<file path="src/rtl/io1in_debounce.sv">
// Single-bit pad input conditioner: synchronizer, debounce FSM, rise/fall strobes.
// Optional rising-edge counter built when IO1IN_EDGE_CNT_EN is defined.
module io1in_debounce #(
  parameter int unsigned SYNC_STAGES     = 2,
  parameter int unsigned DEBOUNCE_CYCLES = 16,
  parameter bit          INIT            = 1'b0,
  parameter int unsigned CNT_W           = 8
) (
  input  logic             clk,
  input  logic             real_rst,
  input  logic             pin_in,
  input  logic             cnt_clr,
  output logic             level,
  output logic             rise,
  output logic             fall,
  output logic [CNT_W-1:0] edge_cnt
);

  localparam int unsigned    DbW   = $clog2(DEBOUNCE_CYCLES + 1);
  localparam logic [DbW-1:0] DbMax = DbW'(DEBOUNCE_CYCLES);
  localparam logic [DbW-1:0] DbOne = DbW'(1);

  typedef enum logic [1:0] {
    StStableLo,
    StPendHi,
    StStableHi,
    StPendLo
  } state_e;

  localparam state_e StInit = INIT ? StStableHi : StStableLo;

  logic [SYNC_STAGES-1:0] sync_q, sync_d;
  logic                   s;
  state_e                 state_q, state_d;
  logic [DbW-1:0]         db_cnt_q, db_cnt_d;
  logic                   level_q, level_d;
  logic                   rise_q, rise_d;
  logic                   fall_q, fall_d;

  always_comb begin
    sync_d = {sync_q[SYNC_STAGES-2:0], pin_in};
    s      = sync_q[SYNC_STAGES-1];
  end

  always_comb begin
    state_d  = state_q;
    db_cnt_d = db_cnt_q;
    level_d  = level_q;
    rise_d   = 1'b0;
    fall_d   = 1'b0;
    unique case (state_q)
      StStableLo: begin
        if (s) begin
          state_d  = StPendHi;
          db_cnt_d = DbOne;
        end
      end
      StPendHi: begin
        if (!s) begin
          state_d  = StStableLo;
          db_cnt_d = '0;
        end else if (db_cnt_q == DbMax) begin
          state_d  = StStableHi;
          db_cnt_d = '0;
          level_d  = 1'b1;
          rise_d   = 1'b1;
        end else begin
          db_cnt_d = db_cnt_q + DbOne;
        end
      end
      StStableHi: begin
        if (!s) begin
          state_d  = StPendLo;
          db_cnt_d = DbOne;
        end
      end
      StPendLo: begin
        if (s) begin
          state_d  = StStableHi;
          db_cnt_d = '0;
        end else if (db_cnt_q == DbMax) begin
          state_d  = StStableLo;
          db_cnt_d = '0;
          level_d  = 1'b0;
          fall_d   = 1'b1;
        end else begin
          db_cnt_d = db_cnt_q + DbOne;
        end
      end
      default: begin
        state_d  = StInit;
        db_cnt_d = '0;
      end
    endcase
  end

  always_ff @(posedge clk or posedge real_rst) begin
    if (real_rst) begin
      sync_q   <= {SYNC_STAGES{INIT}};
      state_q  <= StInit;
      db_cnt_q <= '0;
      level_q  <= INIT;
      rise_q   <= 1'b0;
      fall_q   <= 1'b0;
    end else begin
      sync_q   <= sync_d;
      state_q  <= state_d;
      db_cnt_q <= db_cnt_d;
      level_q  <= level_d;
      rise_q   <= rise_d;
      fall_q   <= fall_d;
    end
  end

  assign level = level_q;
  assign rise  = rise_q;
  assign fall  = fall_q;

`ifdef IO1IN_EDGE_CNT_EN
  logic [CNT_W-1:0] edge_cnt_q, edge_cnt_d;

  // Counts off rise_d so edge_cnt updates in the same cycle the strobe appears.
  always_comb begin
    edge_cnt_d = edge_cnt_q + CNT_W'(rise_d);
    if (cnt_clr) begin
      edge_cnt_d = CNT_W'(rise_d);
    end
  end

  always_ff @(posedge clk or posedge real_rst) begin
    if (real_rst) begin
      edge_cnt_q <= '0;
    end else begin
      edge_cnt_q <= edge_cnt_d;
    end
  end

  assign edge_cnt = edge_cnt_q;
`else
  logic unused_cnt_clr;
  assign unused_cnt_clr = cnt_clr;
  assign edge_cnt       = '0;
`endif

endmodule

</file>
<file path="config.mk">
export PLATFORM = sky130hd
export DESIGN_NAME = io1in_debounce
export DESIGN_NICKNAME = d
export VERILOG_FILES = /design/src/rtl/io1in_debounce.sv
export SDC_FILE = /design/constraint.sdc
export NUM_CORES = 1
export LEC_CHECK = 0
export BUFFER_PORTS_ARGS = -buffer_cell sky130_fd_sc_hd__buf_2
export CAP_MARGIN = 5
export CELL_PAD_IN_SITES_DETAIL_PLACEMENT = 0
export CELL_PAD_IN_SITES_GLOBAL_PLACEMENT = 1
export CORE_MARGIN = 5
export CORE_UTILIZATION = 35
export CTS_BUF_LIST = sky130_fd_sc_hd__clkbuf_4
export CTS_CLUSTER_SIZE = 16
export DETAILED_ROUTE_END_ITERATION = 8
export PLACE_DENSITY = 0.77
export REMOVE_ABC_BUFFERS = 1
export SLEW_MARGIN = 20
export SYNTH_ARGS = -nofsm -noshare
export SYNTH_HDL_FRONTEND = slang
export SYNTH_SLANG_ARGS = --single-unit
</file>
<file path="constraint.sdc">
create_clock -name clk -period 1.6 [get_ports clk]
set_input_delay 0.24 -clock clk [delete_from_list [all_inputs] [get_ports clk]]
set_output_delay 0.24 -clock clk [all_outputs]
set_load 0.005 [all_outputs]
</file>
==> flow_metrics.py <==
metrics = {
    "run_status": {
        "outcome": "finished clean",
    },
    "worst_setup_path": {
        "r2r_start": "db_cnt_q[0]$_DFFE_PP0P_",
        "critPathMaxStageDelay_ns": 0.40,
        "worstSetupEndpointType": "flop",
        "cp_slowest_cell": "dfrtp_1",
        "critPathKind": "reg -> reg",
        "r2r_cells": 5,
        "cp.required_ns": 1.76,
        "cp_cell_sequence": "inv_1 > ha_1 > and4bb_2 > nand2_1 > mux2i_1",
        "worstPathBufferInverterCount": 1,
        "cp_max_fo": 3,
        "startpoint_type": "flop",
        "cp.arrival_ns": 1.47,
        "r2r_slack_ns": 0.29,
        "crit_family": "flip-flops",
    },
    "clock_tree": {
        "cts_max_path_buffers": 2,
        "worstSkewPairLatency_ns": 0.27,
        "clock-sinks": 12,
        "htreeDepth": 1,
        "cts_inserted_buffers": 3,
        "ctsRootBufferMaster": "clkbuf_4",
        "cts_tree": "built",
        "path_clk_slew_ns": 0.08,
        "cts-resized-gates": 0,
    },
    "floorplanning": {
        "num_rows": 15,
        "core_sq_um": 1710,
        "initial_core_util": 0.363,
        "dieArea_sq_um": 2710,
        "io_pins": 15,
        "die_x_um": 52.1,
        "die_y_um": 52.1,
    },
    "pwr": {
        "power_switching_uw": 149,
        "power_frac_seq": 0.575,
        "p_leak_nw": 0.328,
        "power_density_nw_per_um2": 860,
        "clockPowerShare": 0.331,
        "combPwrFrac": 0.094,
        "sw_frac_of_total": 0.258,
        "p_int_uw": 428,
        "ir_worst_vdd_v": 0.000463,
        "power_uw": 576,
    },
    "drt": {
        "drtIter0Drc": 15,
        "wl_per_cell_um": 10.5,
        "first_pass_iters": 4,
        "final_antenna_net_count": 0,
        "totalWireLength_um": 972,
        "vias_per_cell": 4.44,
        "vias": 413,
        "route.detailed.drc": 0,
    },
    "hold_path": {
        "hold_depth": 1,
        "hold_class": "in -> reg",
        "hp-start": "pin_in",
        "hold_end": "sync_q[0]$_DFF_PP0_",
    },
    "placement": {
        "place_congestion": 0.700,
        "dp_hpwl_um": 675,
        "port_buffers": 5,
    },
    "logic_synthesis": {
        "yosys.area.top_type": "dfrtp_1",
        "yosys-top-cells-count": "dfrtp_1 (12), buf_4 (8), nand2_1 (8), inv_1 (5), xor2_1 (4)",
        "yosys-top-cells-area": "dfrtp_1 (48%), buf_4 (9.7%), xor2_1 (5.7%)",
        "ys_types": 20,
        "syn_avg_cell_area_sq_um": 10.3,
        "async_flop_share": 1.00,
        "yosysWarnings": 0,
        "synth_edf_count": 0,
        "ys_seq_elements": 12,
        "syn_area_sq_um": 619,
        "synth_cells": 60,
        "synth.most_common_cell": "dfrtp_1",
        "ys_seq_area_frac": 0.485,
        "synth_ff_type": "dfrtp_1",
        "yosysTopAreaCellShare": 0.485,
    },
    "timing": {
        "final-hold-violation-count": 0,
        "rsz0062_at_grt": "no",
        "final.setup.tns_ns": 0,
        "min_period_over_period": 0.819,
        "finClkSkew_ns": 0.00325,
        "setup_viol": 0,
        "maxSlewViolCount": 0,
        "max_freq_mhz": 763,
        "finalCriticalPeriod_ns": 1.31,
    },
    "cells_and_area": {
        "finalNetCount": 75,
        "antenna_cells": 0,
        "drive_gt1_frac": 0.162,
        "syn2layout_area_growth_pct": 8.28,
    },
    "job": {
        "maxCapViolations": 0,
    },
    "grt": {
        "antenna_found_initial": 0,
        "grt_pass1_wl_um": 1610,
        "grt_max_degree": 13,
        "grt_pass1_vias": 363,
        "gr-usage-all-layers": 0.0809,
        "grt_overflow_total": 0,
    },
}
==> power by group through the flow <==
stage	Clock, mW	Combinational (mW)	Sequential [mW]
6_report	0.191	0.0543	0.331
2_1_floorplan	0	0.0424	0.333
3_3_place_gp	0	0.0514	0.337
4_1_cts	0.199	0.0547	0.331
3_5_place_dp	0	0.0517	0.337
5_1_grt	0.210	0.0620	0.335
==> worst reg2reg max path: stages, from the launching register on <==
cell and delay, ns:
dfrtp_1 0.40, inv_1 0.10, ha_1 0.19, and4bb_2 0.28
nand2_1 0.09, mux2i_1 0.14
==> cell families (layout without fill, tap and decap cells) <==
kind of cell | after synthesis | count (layout) | share of synthesized area
and+or+nand+nor | 16 | 16 | 0.145
buffers and inverters | 14 | 15 | 0.139
DFF | 12 | 12 | 0.485
AOI/OAI and AO/OA | 9 | 9 | 0.0849
xor gates and xnor gates | 5 | 5 | 0.0828
adders and majority gates | 2 | 2 | 0.0404
other | 1 | 8 | 0.00605
muxes | 1 | 1 | 0.0162
==> through the flow <==
step	instance area (sq um)	std cells	setup slack (ns)	util	hold slack (ns)
5_1_grt	671	93	0.180	0.393	0.0707
6_report	671	93	0.289	0.393	0.0719
2_1_floorplan	578	58	0.409	-	0.105
3_5_place_dp	634	88	0.310	0.371	0.266
4_1_cts	671	93	0.274	0.393	0.0655
3_3_place_gp	634	88	0.310	0.371	0.262
==> routing by layer <==
metal	vias to the layer above	share of wire	GRT usage
li1	204	-	-
met1	195	0.46	0.104
met2	10	0.49	0.121
met3	4	0.036	0.0172
met4	0	0.014	0.0524
met5	-	0	0
==> sequential cells by signal, summed over array words and instances, names as in the netlist, named ones only <==
register and cells:
sync_q 2, fall 1, level 1, rise 1
db_cnt_q 5, state_q 1
==> how the worst max path moves through the flow <==
| stage | start | to | depth (start not counted) |
|---|---|---|---|
| global route | db_cnt_q[0]$_DFFE_PP0P_ | flop | 5 |
| floorplan | db_cnt_q[0]$_DFFE_PP0P_ | flop | 5 |
| CTS | db_cnt_q[0]$_DFFE_PP0P_ | flop | 5 |
| finish | db_cnt_q[0]$_DFFE_PP0P_ | flop | 5 |
| detailed placement | db_cnt_q[0]$_DFFE_PP0P_ | flop | 5 |
| global placement | db_cnt_q[0]$_DFFE_PP0P_ | flop | 5 |
==> cells in the final DEF, fill, tap and decap left out, drive strengths merged <==
cell type    synthesis  layout
a21oi                2       2
a22oi                1       1
a31oi                1       1
and4bb               1       1
buf                  8       5
clkbuf               1       3
clkinv               0       1
conb                 1       8
dfrtp               12      12
dlygate4sd3          0       1
ha                   2       2
inv                  5       5
mux2i                1       1
nand2                8       8
nand3                3       3
nand4                1       1
nand4bb              1       1
nor3                 2       2
o21ai                2       2
o22ai                3       3
xnor2                1       1
xor2                 4       4
==> cell type report <==
class | instances | area, sq um
Multi-Input combinational cell | 41 | 259
Inverter | 5 | 18.8
Fill cell | 178 | 1040
Clock inverter | 1 | 3.75
Tap cell | 25 | 31.3
Timing Repair Buffer | 6 | 35.0
Clock buffer | 3 | 22.5
Sequential cell | 12 | 300
==> repair_timing <==
action,4_1_cts,5_1_grt
hold buffers,1,0
setup buffers,0,0
hold endpoints to repair,12,0
No activity file was read; power rests on OpenSTA's default activity.
